$ cat src/rtl/sr_wb_shift_reg_if.sv
// Wishbone slave bus bundle for the shift-register peripheral.
// The management SoC drives the master side; the peripheral takes the slave side.
interface sr_wb_shift_reg_if;
   logic        wbs_cyc_i;
   logic        wbs_stb_i;
   logic        wbs_we_i;
   logic [3:0]  wbs_sel_i;
   logic [31:0] wbs_adr_i;
   logic [31:0] wbs_dat_i;
   logic        wbs_ack_o;
   logic [31:0] wbs_dat_o;

   modport master (
      output wbs_cyc_i, wbs_stb_i, wbs_we_i,
      output wbs_sel_i, wbs_adr_i, wbs_dat_i,
      input  wbs_ack_o, wbs_dat_o
   );

   modport slave (
      input  wbs_cyc_i, wbs_stb_i, wbs_we_i,
      input  wbs_sel_i, wbs_adr_i, wbs_dat_i,
      output wbs_ack_o, wbs_dat_o
   );
endinterface

$ cat src/rtl/sr_wb_shift_reg.sv
// Wishbone slave serial shift register with programmable
// direction, shift count and shift rate; IRQ on completion.
module sr_wb_shift_reg #(
   parameter int          WIDTH     = 32,
   parameter logic [31:0] BASE_ADDR = 32'h3000_0000
) (
   input  logic             clock,
   input  logic             resetb,
   sr_wb_shift_reg_if.slave wb,
   input  logic             ser_in,
   output logic             ser_out,
   output logic             busy,
   output logic             irq
);

   typedef enum logic {IDLE, SHIFT} state_t;

   state_t           state_q, state_d;
   logic [WIDTH-1:0] sr_q;
   logic             ctrl_dir_q;
   logic [5:0]       ctrl_len_q;
   logic             run_dir_q;
   logic [5:0]       cnt_q;
   logic [15:0]      div_q;
   logic [15:0]      tick_q;
   logic             done_q;
   logic             ack_q;
   logic [31:0]      dat_q;

   logic        page_hit, reg_hit, access, wr_en;
   logic [1:0]  idx;
   logic        wr_ctrl, wr_data, wr_stat, wr_div;
   logic [31:0] ctrl_cur, ctrl_new, status_w, div_mrg, rdata;
   logic [5:0]  run_len;
   logic        start_req, go, zero_go, shift_en, last;
   logic        unused_bits;

   function automatic logic [31:0] merge(
      input logic [31:0] old_v,
      input logic [31:0] new_v,
      input logic [3:0]  sel
   );
      logic [31:0] r;
      for (int b = 0; b < 4; b++)
         r[8*b +: 8] = sel[b] ? new_v[8*b +: 8] : old_v[8*b +: 8];
      return r;
   endfunction

   // Registers decode on adr[31:4]; the rest of the 256-byte
   // page still acks (reads 0, writes dropped) so firmware never stalls.
   assign page_hit = wb.wbs_adr_i[31:8] == BASE_ADDR[31:8];
   assign reg_hit  = wb.wbs_adr_i[31:4] == BASE_ADDR[31:4];
   assign access   = wb.wbs_cyc_i & wb.wbs_stb_i & page_hit & ~ack_q;
   assign wr_en    = access & wb.wbs_we_i & reg_hit;
   assign idx      = wb.wbs_adr_i[3:2];
   assign wr_ctrl  = wr_en & (idx == 2'd0);
   assign wr_data  = wr_en & (idx == 2'd1);
   assign wr_stat  = wr_en & (idx == 2'd2);
   assign wr_div   = wr_en & (idx == 2'd3);

   assign ctrl_cur  = {18'b0, ctrl_len_q, 6'b0, ctrl_dir_q, 1'b0};
   assign ctrl_new  = merge(ctrl_cur, wb.wbs_dat_i, wb.wbs_sel_i);
   assign start_req = wr_ctrl & ctrl_new[0];
   assign run_len   = (ctrl_new[13:8] > 6'd32) ? 6'd32 : ctrl_new[13:8];
   assign div_mrg   = merge({16'b0, div_q}, wb.wbs_dat_i, wb.wbs_sel_i);
   assign status_w  = {18'b0, cnt_q, 6'b0, done_q, busy};

   assign unused_bits = ^{ctrl_new[31:14], ctrl_new[7:2],
                          div_mrg[31:16], wb.wbs_adr_i[1:0]};

   always_comb begin
      rdata = '0;
      if (reg_hit) begin
         unique case (1'b1)
            (idx == 2'd0): rdata = ctrl_cur;
            (idx == 2'd1): rdata = sr_q;
            (idx == 2'd2): rdata = status_w;
            (idx == 2'd3): rdata = {16'b0, div_q};
         endcase
      end
   end

   always_comb begin
      state_d  = state_q;
      go       = 1'b0;
      zero_go  = 1'b0;
      shift_en = 1'b0;
      last     = 1'b0;
      unique case (state_q)
         IDLE: begin
            if (start_req) begin
               if (run_len != 6'd0) begin
                  go      = 1'b1;
                  state_d = SHIFT;
               end else begin
                  zero_go = 1'b1;
               end
            end
         end
         SHIFT: begin
            if (tick_q == div_q) begin
               shift_en = 1'b1;
               if (cnt_q == 6'd1) begin
                  last    = 1'b1;
                  state_d = IDLE;
               end
            end
         end
         default: state_d = IDLE;
      endcase
   end

   always_ff @(posedge clock or negedge resetb) begin
      if (!resetb) state_q <= IDLE;
      else         state_q <= state_d;
   end

   always_ff @(posedge clock or negedge resetb) begin
      if (!resetb) begin
         sr_q       <= '0;
         ctrl_dir_q <= 1'b0;
         ctrl_len_q <= '0;
         run_dir_q  <= 1'b0;
         cnt_q      <= '0;
         div_q      <= '0;
         tick_q     <= '0;
         done_q     <= 1'b0;
         ack_q      <= 1'b0;
         dat_q      <= '0;
      end else begin
         ack_q <= access;
         dat_q <= (access & ~wb.wbs_we_i) ? rdata : '0;
         if (wr_ctrl) begin
            ctrl_dir_q <= ctrl_new[1];
            ctrl_len_q <= ctrl_new[13:8];
         end
         if (wr_data && !busy)
            sr_q <= merge(sr_q, wb.wbs_dat_i, wb.wbs_sel_i);
         if (wr_div && !busy)
            div_q <= div_mrg[15:0];
         if (go) begin
            run_dir_q <= ctrl_new[1];
            cnt_q     <= run_len;
            tick_q    <= '0;
         end else if (shift_en) begin
            sr_q   <= run_dir_q ? {ser_in, sr_q[WIDTH-1:1]}
                                : {sr_q[WIDTH-2:0], ser_in};
            cnt_q  <= cnt_q - 6'd1;
            tick_q <= '0;
         end else if (busy) begin
            tick_q <= tick_q + 16'd1;
         end
         // Completion beats a same-cycle write-1-to-clear.
         if (last || zero_go)
            done_q <= 1'b1;
         else if (go)
            done_q <= 1'b0;
         else if (wr_stat && wb.wbs_sel_i[0] && wb.wbs_dat_i[1])
            done_q <= 1'b0;
      end
   end

   assign busy         = (state_q == SHIFT);
   assign irq          = done_q;
   assign ser_out      = (busy ? run_dir_q : ctrl_dir_q) ? sr_q[0]
                                                         : sr_q[WIDTH-1];
   assign wb.wbs_ack_o = ack_q;
   assign wb.wbs_dat_o = dat_q;

endmodule

$ cat src/flat_wrapper.sv
// flat-port wrapper written by rule: the top's interface ports become plain ports
module sr_wb_shift_reg_flat 
#(
   parameter int          WIDTH     = 32,
   parameter logic [31:0] BASE_ADDR = 32'h3000_0000
)
  (clock, resetb, ser_in, ser_out, busy, irq, wb_wbs_cyc_i, wb_wbs_stb_i, wb_wbs_we_i, wb_wbs_sel_i, wb_wbs_adr_i, wb_wbs_dat_i, wb_wbs_ack_o, wb_wbs_dat_o);
  sr_wb_shift_reg_if wb_i ();
  input  logic clock;
  input  logic resetb;
  input  logic ser_in;
  output logic ser_out;
  output logic busy;
  output logic irq;
  input wire logic [$bits(wb_i.wbs_cyc_i)-1:0] wb_wbs_cyc_i;
  input wire logic [$bits(wb_i.wbs_stb_i)-1:0] wb_wbs_stb_i;
  input wire logic [$bits(wb_i.wbs_we_i)-1:0] wb_wbs_we_i;
  input wire logic [$bits(wb_i.wbs_sel_i)-1:0] wb_wbs_sel_i;
  input wire logic [$bits(wb_i.wbs_adr_i)-1:0] wb_wbs_adr_i;
  input wire logic [$bits(wb_i.wbs_dat_i)-1:0] wb_wbs_dat_i;
  output wire logic [$bits(wb_i.wbs_ack_o)-1:0] wb_wbs_ack_o;
  output wire logic [$bits(wb_i.wbs_dat_o)-1:0] wb_wbs_dat_o;
  assign wb_i.wbs_cyc_i = wb_wbs_cyc_i;
  assign wb_i.wbs_stb_i = wb_wbs_stb_i;
  assign wb_i.wbs_we_i = wb_wbs_we_i;
  assign wb_i.wbs_sel_i = wb_wbs_sel_i;
  assign wb_i.wbs_adr_i = wb_wbs_adr_i;
  assign wb_i.wbs_dat_i = wb_wbs_dat_i;
  assign wb_wbs_ack_o = wb_i.wbs_ack_o;
  assign wb_wbs_dat_o = wb_i.wbs_dat_o;
  sr_wb_shift_reg #(.WIDTH(WIDTH), .BASE_ADDR(BASE_ADDR)) u_core (.clock(clock), .resetb(resetb), .wb(wb_i), .ser_in(ser_in), .ser_out(ser_out), .busy(busy), .irq(irq));
endmodule
$ cat config.mk
export PLATFORM = sky130hd
export DESIGN_NAME = sr_wb_shift_reg_flat
export DESIGN_NICKNAME = d
export VERILOG_FILES = /design/src/rtl/sr_wb_shift_reg_if.sv /design/src/rtl/sr_wb_shift_reg.sv /design/src/flat_wrapper.sv
export SDC_FILE = /design/constraint.sdc
export NUM_CORES = 1
export LEC_CHECK = 0
export ABC_AREA = 1
export BUFFER_PORTS_ARGS = -buffer_cell sky130_fd_sc_hd__buf_4
export CAP_MARGIN = 25
export CORE_MARGIN = 2
export CORE_UTILIZATION = 35
export DETAILED_ROUTE_END_ITERATION = 8
export MAX_ROUTING_LAYER = met4
export PLACE_DENSITY = 0.6
export SLEW_MARGIN = 20
export SYNTH_ARGS = -nofsm -noshare
export SYNTH_HDL_FRONTEND = slang
export SYNTH_SLANG_ARGS = --single-unit
$ cat constraint.sdc
create_clock -name clock -period 1.9 [get_ports clock]
set_clock_uncertainty 0.05 [all_clocks]
set_input_delay 0.57 -clock clock [delete_from_list [all_inputs] [get_ports clock]]
set_output_delay 0.57 -clock clock [all_outputs]
set_load 0.02 [all_outputs]
==> key figures, run 1 <==
Synthesis
  – Synth cell types: 37
  – Post-Synth Adder-Cell Area: 0.00573
  – Syn Nets: about 1000
  – Compound-gate portion of the synthesized area: 0.0930
  – Avg Cell Area, Syn: ~7.1 um^2
  – Synthesized instance count: 926
  – Mux cell area share after synthesis: 0.00515
  – Xor and xnor fraction of the mapped netlist area: 0.0134
  – Mapped Area: 6550 um^2
  – Area leader, netlist: dfrtp_1
  – Synth Warn #: 0
  – Largest cells by area after synthesis: dfrtp_1, nand2_1, inv_1, nand3_1, nor2_1
  – Top cell type's share of synthesized area: 0.431
  – Seq/Total Area, Yosys: 0.431
  – Simple-Gate Fraction of Synth Area: 0.347
  – Main combinational cell family by area after synthesis: simple AND/OR/NAND/NOR gates
  – Yosys reg bits: about 110

Timing
  – Fmax: 516 MHz
  – RSZ-0062 raised after global routing: yes
  – Worst slew pin tran: between 0.6 and 0.7 ns
  – Final worst-path cycle share: 1.02
  – Final hold violation count: 0
  – TNS Setup: -0.0692 ns
  – Worst setup margin: -0.0366 ns
  – Final setup vio count: 3
  – Final min period: between 1.5 and 2 ns
  – Slew Limit Fails: 0
  – Slew Limit Headroom: 0.593

Drt
  – First-iteration detailed-routing DRC count: 494
  – DR vias/cell: around 4.9
  – Routed len/inst: 14.4 um
  – Metal-1 WL: 9280 um
  – Detail Route met2 WL: 9110 um
  – DRC Markers: 0
  – DRT Wirelength: 19800 um
  – Met3 WL: approximately 1100 um
  – Via count of the routed design: 6694
  – ANT nets after route: 0
  – DR top layer: met4
  – DRT Pass-1 Iters: 5

Floorplanning
  – Starting density of the core: 0.354
  – Die Y: 141 um
  – Io pins: 110
  – Row Count: 50
  – Core box area: 18500 um^2
  – Die area: 19800 um^2
  – Die X: ~140 um

Outcome
  – Status: complete, but fails checks
  – Failing checks: negative setup slack

Clock network
  – H-tree levels: 4
  – Worst-path clk slew: 0.06 ns
  – Worst-Skew Late Latency: 0.42 ns
  – Hold_buf cts: 0
  – CTS tree: built
  – Cts bufs inserted: 17
  – Max Buffers Root-to-Sink: 2
  – Cell chosen for the clock root: clkbuf_16
  – Number of clock sinks: 113

Setup path
  – CP arrival: 1.32 ns
  – Reg-to-reg slack, setup: 0.01 ns
  – Worst Path Required: 1.28 ns
  – Worst Path Class, Setup: flop to primary output
  – Crit end category: primary output
  – R2R cell count: 9
  – Origin of the worst setup path: u_core.busy
  – Crit path max fanout: 3
  – Reg2reg start: u_core.tick_q[14]
  – Reg-to-Reg End: u_core.sr_q[4]
  – Startpoint Class: flop

Pwr
  – Int Pwr: 4.82 mW
  – Switch share: 0.222
  – Logic pwr share: 0.063
  – Sequential Power Share: 0.389
  – Clk pwr share: 0.548
  – Peak VDD IR: 521 uV
  – Leakage: 4.76 nW
  – NetSw: 1.38 mW
  – Pwr Density: 661 nW/um^2

Run
  – # Max-Cap Violations: 0

Final layout
  – Layout cell share with drive strength beyond 1: 0.303
  – Post-layout net count: ~1200
  – N_diodes: 0
  – Area Overhead vs Synth: 42.8%

GRT
  – Initial antenna violation count: 0
  – GRT Overall Usage: 0.204
  – First-pass GRT wire length: 31300 um
  – Pin count of the biggest net entering global routing: 66
  – GRT overflow: 0
  – Vias in the first global route: 6241

Placed design
  – Post-DP HPWL: 14300 um
  – I/O Buffers: 107
  – Dpl ws: -0.448 ns
  – Final Wtd Congestion: 0.883

Min path
  – Min-delay worst type: primary input to async pin
through the flow:
stage / power, mW / hold slack, ns / cell area (um^2) / std cells / util
2_1_floorplan: 2.56 / 0.224 / 6630 / 926 / -
3_3_place_gp: 2.84 / 0.419 / 8220 / 1318 / 0.444
3_5_place_dp: 2.84 / 0.440 / 8220 / 1318 / 0.444
4_1_cts: 6.24 / 0.0336 / 8940 / 1357 / 0.483
5_1_grt: 6.41 / 0.0414 / 9360 / 1372 / 0.506
6_report: 6.19 / 0.0290 / 9360 / 1372 / 0.506
worst max path at each step:
stage                     cells past startpoint          endpoint  slack [ns]
after floorplan                              12  u_core.tick_q[5]      -0.009
after global placement                       14   u_core.sr_q[10]       -0.44
after detailed placement                     15   u_core.sr_q[10]       -0.45
after CTS                                     4           ser_out       -0.04
after global routing                         11   u_core.sr_q[15]       -0.12
final                                         3              busy       -0.04
synth_stat cells, drive strengths merged:
library cell  count
a21oi            18
a221oi            7
a22o              1
and2              1
and3              1
buf              14
clkbuf           18
clkinv            1
dfrtp           113
ha                3
inv             138
mux2              3
nand2           313
nand3            72
nand3b            2
nand4            10
nor2             91
nor3             30
nor3b             4
o211ai           29
o21ai            39
o221ai            2
o22ai             3
or2               2
or3               1
xnor2             4
xor2              6
layout by cell type, fill, tap and decap left out, types with 18 or more instances in the layout:
cell type and instances:
a21oi_1 18, buf_4 194, clkbuf_16 20, dfrtp_1 109, inv_1 115, nand2_1 289
nand2_2 21, nand3_1 61, nor2_1 68, nor3_1 23, o211ai_1 29, o21ai_0 22
metal layers:
layer  vias up  global-route usage
met5         -                   -
met2       198               0.310
li1       3346                   -
met4         0              0.0484
met1      3130               0.283
met3        20              0.0418
sequential cells by signal, indices dropped and copies added, names as in the netlist:
signal,flops
u_core.sr_q,32
u_core.wb.wbs_dat_o,32
u_core.div_q,16
u_core.tick_q,16
u_core.cnt_q,6
u_core.ctrl_len_q,6
u_core.busy,1
u_core.ctrl_dir_q,1
u_core.irq,1
u_core.run_dir_q,1
u_core.wb.wbs_ack_o,1
timing repair:
| action | 4_1_cts | 5_1_grt |
|---|---|---|
| setup buffers | 5 | 11 |
| gates resized for setup | 15 | 76 |
| pin swaps | 8 | 32 |
| gates cloned | 2 | 4 |
| endpoints found under the setup margin | 45 | 75 |
power by group through the flow:
stage               logic [mW]  registers (mW)  clock network [mW]
finish                   0.392            2.41                3.39
CTS                      0.394            2.41                3.44
global placement         0.390            2.45                   0
floorplan                0.108            2.45                   0
global route             0.433            2.41                3.57
detailed placement       0.391            2.45                   0
worst max-delay path, cell delays in order, from the launching register on:
cell     delay [ns]
dfrtp_2        0.44
buf_4          0.17
buf_4          0.14
buf_4          0.15
layout make-up:
class	instances	area [um^2]
clock buffer	19	443
clock inverter	13	186
fill	1809	9160
inverter	139	577
multi-input combinational	645	3310
sequential	113	2830
tap	234	293
timing repair buffer	209	1720
logic make-up after synthesis:
| logic type | Yosys count |
|---|---|
| simple gates | 527 |
| buf+inv | 171 |
| flops | 113 |
| compound gates | 99 |
| xor+xnor | 10 |
| mux | 3 |
| fa+ha+maj | 3 |
Note: power is estimated with default switching activity, not from simulation.
==> run 2, diff against run 1 <==
SETUP_SLACK_MARGIN = 0.02   (was unset)
SLEW_MARGIN = 10   (was 20)
==> run 2 against run 1 <==
The run still ends with negative setup slack left. Sequential share of layout area fell by 0.56 points. Clock power increased by 4%. Wire length grew 1.1%. Sequential power hardly changed. Flip-flop and latch count stayed put. Register-to-register slack barely moved. Via count shrank 0.24%. Final cell count is 0.51% higher. Largest power group unchanged. Highest routed layer unchanged.
==> key figures, run 2 (synthesis gave the netlist of run 1 again) <==
Final layout
  – Fillers: between 1500 and 2000
  – Area Overhead vs Synth: 45.6%
  – Post-layout net count: ~1200
  – Commonest non-fill, non-tap cells in the layout: nand2_1, buf_4, inv_1
  – Final Instance Area: 9540 um^2
  – Finished Layout Cells: 1379
  – Area of the multi-input gates: 3450 um^2
  – Commonest non-fill, non-tap cell in the layout: nand2_1
  – Layout cell share with drive strength beyond 1: 0.333
  – N_diodes: 0
  – Reg area: 2830 um^2

Floorplanning
  – Starting density of the core: 0.354
  – Io pins: 110
  – Row Count: 50
  – Die X: 141 um
  – Core box area: 18500 um^2
  – Die Y: 141 um
  – Die area: just under 20000 um^2

Setup path
  – Worst Path Class, Setup: flop to primary output
  – Reg-to-reg slack, setup: 0 ns
  – CP most frequent cell: o21ai_2
  – Crit end category: primary output
  – Cells along the critical path: o21ai_2, nand2_1, o21ai_2, buf_6
  – CP arrival: 1.31 ns
  – Critical Path Max Stage Delay: 0.44 ns
  – CP max stage cell: dfrtp_2
  – Worst Path Required: 1.28 ns
  – Startpoint Class: flop
  – Crit path max fanout: 3

Outcome
  – Status: complete, but fails checks
  – Failing checks: negative setup slack

Clock network
  – Cts bufs inserted: 17
  – Number of clock sinks: 113
  – Max Buffers Root-to-Sink: 2
  – Cell chosen for the clock root: clkbuf_16
  – Worst-path clk slew: about 0.05 ns
  – Worst-Skew Late Latency: 0.43 ns
  – CTS tree: built
  – H-tree levels: 4

Drt
  – First-iteration detailed-routing DRC count: 471
  – DRT Pass-1 Iters: 5
  – ANT nets after route: 0
  – Routed len/inst: 14.5 um
  – Via count of the routed design: 6678
  – DRC Markers: 0
  – DR vias/cell: between 4 and 5
  – DRT Wirelength: 20000 um

Placed design
  – DP Area: 8320 um^2
  – Dpl ws: -0.468 ns
  – Cell Count Post-Placement: 1327
  – Final Wtd Congestion: 0.959
  – Post-DP HPWL: 14700 um
  – I/O Buffers: 107

Timing
  – Final hold violation count: 0
  – Fmax: 517 MHz
  – TNS Setup: -0.0569 ns
  – Slew Limit Headroom: 0.595
  – Final worst-path cycle share: 1.02
  – Worst slew pin tran: roughly 0.61 ns
  – Final min period: 1.93 ns
  – Slew Limit Fails: 0
  – Fin Hold WS: about 0.03 ns
  – RSZ-0062 raised after global routing: yes
  – Worst setup margin: -0.0325 ns
  – Final setup vio count: 6

GRT
  – First-pass GRT wire length: 31200 um
  – Initial antenna violation count: 0
  – Pin count of the biggest net entering global routing: between 60 and 70
  – Vias in the first global route: approximately 6200
  – GRT Overall Usage: 0.207
  – GRT overflow: 0

Pwr
  – Leakage: approximately 4.9 nW
  – Peak VDD IR: 623 uV
  – Pwr Density: 666 nW/um^2

Min path
  – Min-delay worst type: primary input to async pin

Run
  – # Max-Cap Violations: 0
run 2: changes by cell type in the layout (fill, tap and decap cells not counted), moves of 4 or more:
cell / change
o21ai_2: +7
nand2_2: +13
nor3_2: +5
buf_6: +8
o21ai_0: -4
nor3_1: -4
nand2_1: -15
run 2: routing by layer:
metal  track usage  vias to the layer above  share of wire
met4        0.0674                        0          0.016
met1         0.286                     3095           0.47
met5             -                        -              0
met3        0.0391                       22          0.056
li1              -                     3354              -
met2         0.308                      207           0.46
run 2: through the flow:
| step | util | total power [mW] |
|---|---|---|
| after global placement | 0.449 | 2.85 |
| final | 0.515 | 6.35 |
| after detailed placement | 0.449 | 2.85 |
| after global routing | 0.515 | 6.54 |
| after CTS | 0.490 | 6.38 |
| after floorplan | - | 2.56 |
run 2: final timing paths:
check | startpoint | endpoint | cells past startpoint
max in group asynchronous | resetb | u_core.wb.wbs_dat_o[10] | 2
worst min-delay path | resetb | u_core.wb.wbs_dat_o[30] | 1
worst max-delay path | u_core.busy | ser_out | 4
worst max register to register | u_core.wb.wbs_ack_o | u_core.sr_q[21] | 11
min in group clock | wb_wbs_dat_i[6] | u_core.div_q[6] | 3
worst min register to register | u_core.cnt_q[5] | u_core.cnt_q[5] | 2
run 2: area by class of cell:
| type | count | share of cell area |
|---|---|---|
| Multi-Input combinational cell | 645 | 0.362 |
| Timing Repair Buffer | 216 | 0.183 |
| Tap cell | 234 | 0.0307 |
| Clock buffer | 23 | 0.0491 |
| Inverter | 139 | 0.0597 |
| Clock inverter | 9 | 0.0188 |
| Sequential cell | 113 | 0.297 |
run 2: critical path: cells and delay by family (launching register included):
| kind | cells | cell delay, ns |
|---|---|---|
| flops | 1 | 0.44 |
| simple gates | 1 | 0.08 |
| buf+inv | 1 | 0.14 |
| compound gates | 2 | 0.23 |
run 2: power breakdown:
group	total, mW	internal (mW)	switching [mW]
sequential	2.41	2.41	0.000000000513
combinational	0.404	0.187	0.217
clock	3.54	2.39	1.14
run 2: timing repair:
item                       CTS  global route
hold buffers                 0             0
pin swaps                    8            28
gates resized for setup     18           111
setup endpoints to repair   69            77
setup buffers                7             9
cloned                       1             3
==> run 3, diff against run 2 <==
GPL_TIMING_DRIVEN = 0   (was unset)
MAX_ROUTING_LAYER = unset   (was met4)
==> run 3 against run 2 <==
The flow still finishes with violations (negative setup slack). Worst setup slack worse by 0.059 ns. Worst hold slack better by 0.016 ns. Global-route usage down 0.51 points. Register-to-register slack worse by 0.04 ns. Die area unchanged. Via count up 0.10%. Final area down 3.4%. Final cell count down 3.1%. Sequential share of layout area up 1.1 points. Non-clock buffer count down 40. Flip-flop and latch count unchanged. Highest routed layer unchanged.
==> key figures, run 3 (synthesis gave the netlist of run 1 again) <==
Setup path
  – CP most frequent cell: o21ai_2
  – CP arrival: ~1.4 ns
  – Crit path max fanout: 5
  – Startpoint Class: flop
  – Crit end category: primary output
  – Worst Path Required: 1.28 ns
  – CP max stage cell: dfrtp_2
  – Cells along the critical path: o21ai_2, nand2_1, o21ai_2, buf_6
  – Critical Path Max Stage Delay: 0.45 ns
  – Worst Path Class, Setup: flop to primary output
  – R2R cell count: 10

Timing
  – Slew Limit Headroom: 0.590
  – Fin Hold WS: around 0.046 ns
  – TNS Setup: -0.502 ns
  – Slew Limit Fails: 0
  – Final hold violation count: 0
  – RSZ-0062 raised after global routing: yes
  – Worst setup margin: -0.0919 ns
  – Final worst-path cycle share: 1.05
  – Final min period: about 2 ns
  – Fmax: 502 MHz
  – Worst slew pin tran: 0.615 ns
  – Final setup vio count: 9

Placed design
  – I/O Buffers: 106
  – Post-DP HPWL: 14600 um
  – Cell Count Post-Placement: 1267
  – Final Wtd Congestion: between 0.8 and 0.9

Final layout
  – Fillers: 1834
  – Commonest non-fill, non-tap cell in the layout: nand2_1
  – Area Overhead vs Synth: 40.6%
  – Commonest non-fill, non-tap cells in the layout: nand2_1, buf_4, inv_1
  – Finished Layout Cells: ~1300
  – Post-layout net count: 1167
  – Layout cell share with drive strength beyond 1: 0.323
  – N_diodes: 0

Outcome
  – Failing checks: negative setup slack
  – Status: complete, but fails checks

Pwr
  – NetSw: about 1.3 mW
  – Clk pwr share: 0.530
  – Pwr Density: 638 nW/um^2
  – Logic pwr share: 0.060
  – Int Pwr: 4.53 mW
  – Leakage: 4.64 nW
  – Peak VDD IR: 598 uV
  – Sequential Power Share: 0.410
  – Switch share: 0.229

Floorplanning
  – Core box area: approximately 19000 um^2
  – Starting density of the core: 0.354
  – Row Count: 50
  – Io pins: 110
  – Die Y: 141 um
  – Die area: 19800 um^2
  – Die X: 141 um

Run
  – # Max-Cap Violations: 0

Drt
  – DRT Wirelength: 20600 um
  – DRC Markers: 0
  – DR vias/cell: 5.00
  – First-iteration detailed-routing DRC count: 647
  – Via count of the routed design: 6685
  – DRT Pass-1 Iters: 5
  – Routed len/inst: between 15 and 20 um
  – ANT nets after route: 0

Clock network
  – Max Buffers Root-to-Sink: 2
  – Number of clock sinks: between 100 and 150
  – Cell chosen for the clock root: clkbuf_16
  – Cts bufs inserted: 17
  – Worst-Skew Late Latency: 0.43 ns
  – Worst-path clk slew: 0.05 ns
  – H-tree levels: 4
  – CTS tree: built
  – Hold_buf cts: 0

GRT
  – Initial antenna violation count: 0
  – Vias in the first global route: 6033
  – Pin count of the biggest net entering global routing: 63
  – GRT Overall Usage: 0.202
  – First-pass GRT wire length: ~32000 um
  – GRT overflow: 0

Min path
  – Min-delay worst type: primary input to async pin
-- run 3: worst paths after layout --
path,startpoint,to,slack (ns)
max,u_core.busy,ser_out,-0.09
min,resetb,u_core.wb.wbs_dat_o[27],0.05
max reg2reg,u_core.ctrl_len_q[4],u_core.tick_q[15],-0.04
min reg2reg,u_core.cnt_q[5],u_core.cnt_q[5],0.47
max in group asynchronous,resetb,u_core.run_dir_q,1.06
min in group clock,wb_wbs_dat_i[3],u_core.div_q[3],0.34
-- run 3: routing by layer --
metal / track usage / up-vias / share of wire / routed length [um]
met3: 0.0363 / 23 / 0.054 / 1120
met5: 0 / - / 0 / 0
met4: 0.0674 / 0 / 0.014 / 298
met1: 0.295 / 3167 / 0.47 / 9780
met2: 0.302 / 230 / 0.46 / 9430
li1: - / 3265 / - / -
-- run 3: layout make-up --
type | instances | area [um^2] | area share
Multi-Input combinational cell | 643 | 3520 | 0.382
Sequential cell | 113 | 2840 | 0.308
Timing Repair Buffer | 145 | 1190 | 0.129
Inverter | 139 | 564 | 0.0613
Clock buffer | 21 | 460 | 0.0500
Tap cell | 234 | 293 | 0.0318
Buffer | 31 | 239 | 0.0259
Clock inverter | 10 | 111 | 0.0121
-- run 3: timing repair --
action / 4_1_cts / 5_1_grt
buffers inserted: 9 / 22
pin swaps: 9 / 35
setup endpoints to repair: 72 / 100
gates resized for setup: 26 / 164
hold endpoints to repair: 0 / 0
cloned: 2 / 6
-- run 3: worst max-delay path: cells and delay by family (launching register included) --
family | cells | cell delay (ns)
DFF | 1 | 0.45
AOI/OAI and AO/OA | 2 | 0.26
buffers and inverters | 1 | 0.14
and+or+nand+nor | 1 | 0.09
-- run 3: stage by stage --
stage	total power [mW]	cell area (um^2)	worst slack (ns)	utilization
after floorplan	2.56	6640	-0.00932	-
after global placement	2.78	7730	-0.459	0.418
after detailed placement	2.79	7760	-0.485	0.419
after CTS	5.89	8480	-0.0849	0.458
after global routing	6.04	9210	-0.148	0.498
final	5.88	9210	-0.0919	0.498
-- run 3: power by group through the flow --
stage | Sequential, mW | Clock, mW | Combinational (mW)
2_1_floorplan | 2.45 | 0 | 0.108
3_3_place_gp | 2.45 | 0 | 0.330
3_5_place_dp | 2.45 | 0 | 0.339
4_1_cts | 2.41 | 3.14 | 0.343
5_1_grt | 2.41 | 3.24 | 0.391
6_report | 2.41 | 3.12 | 0.354
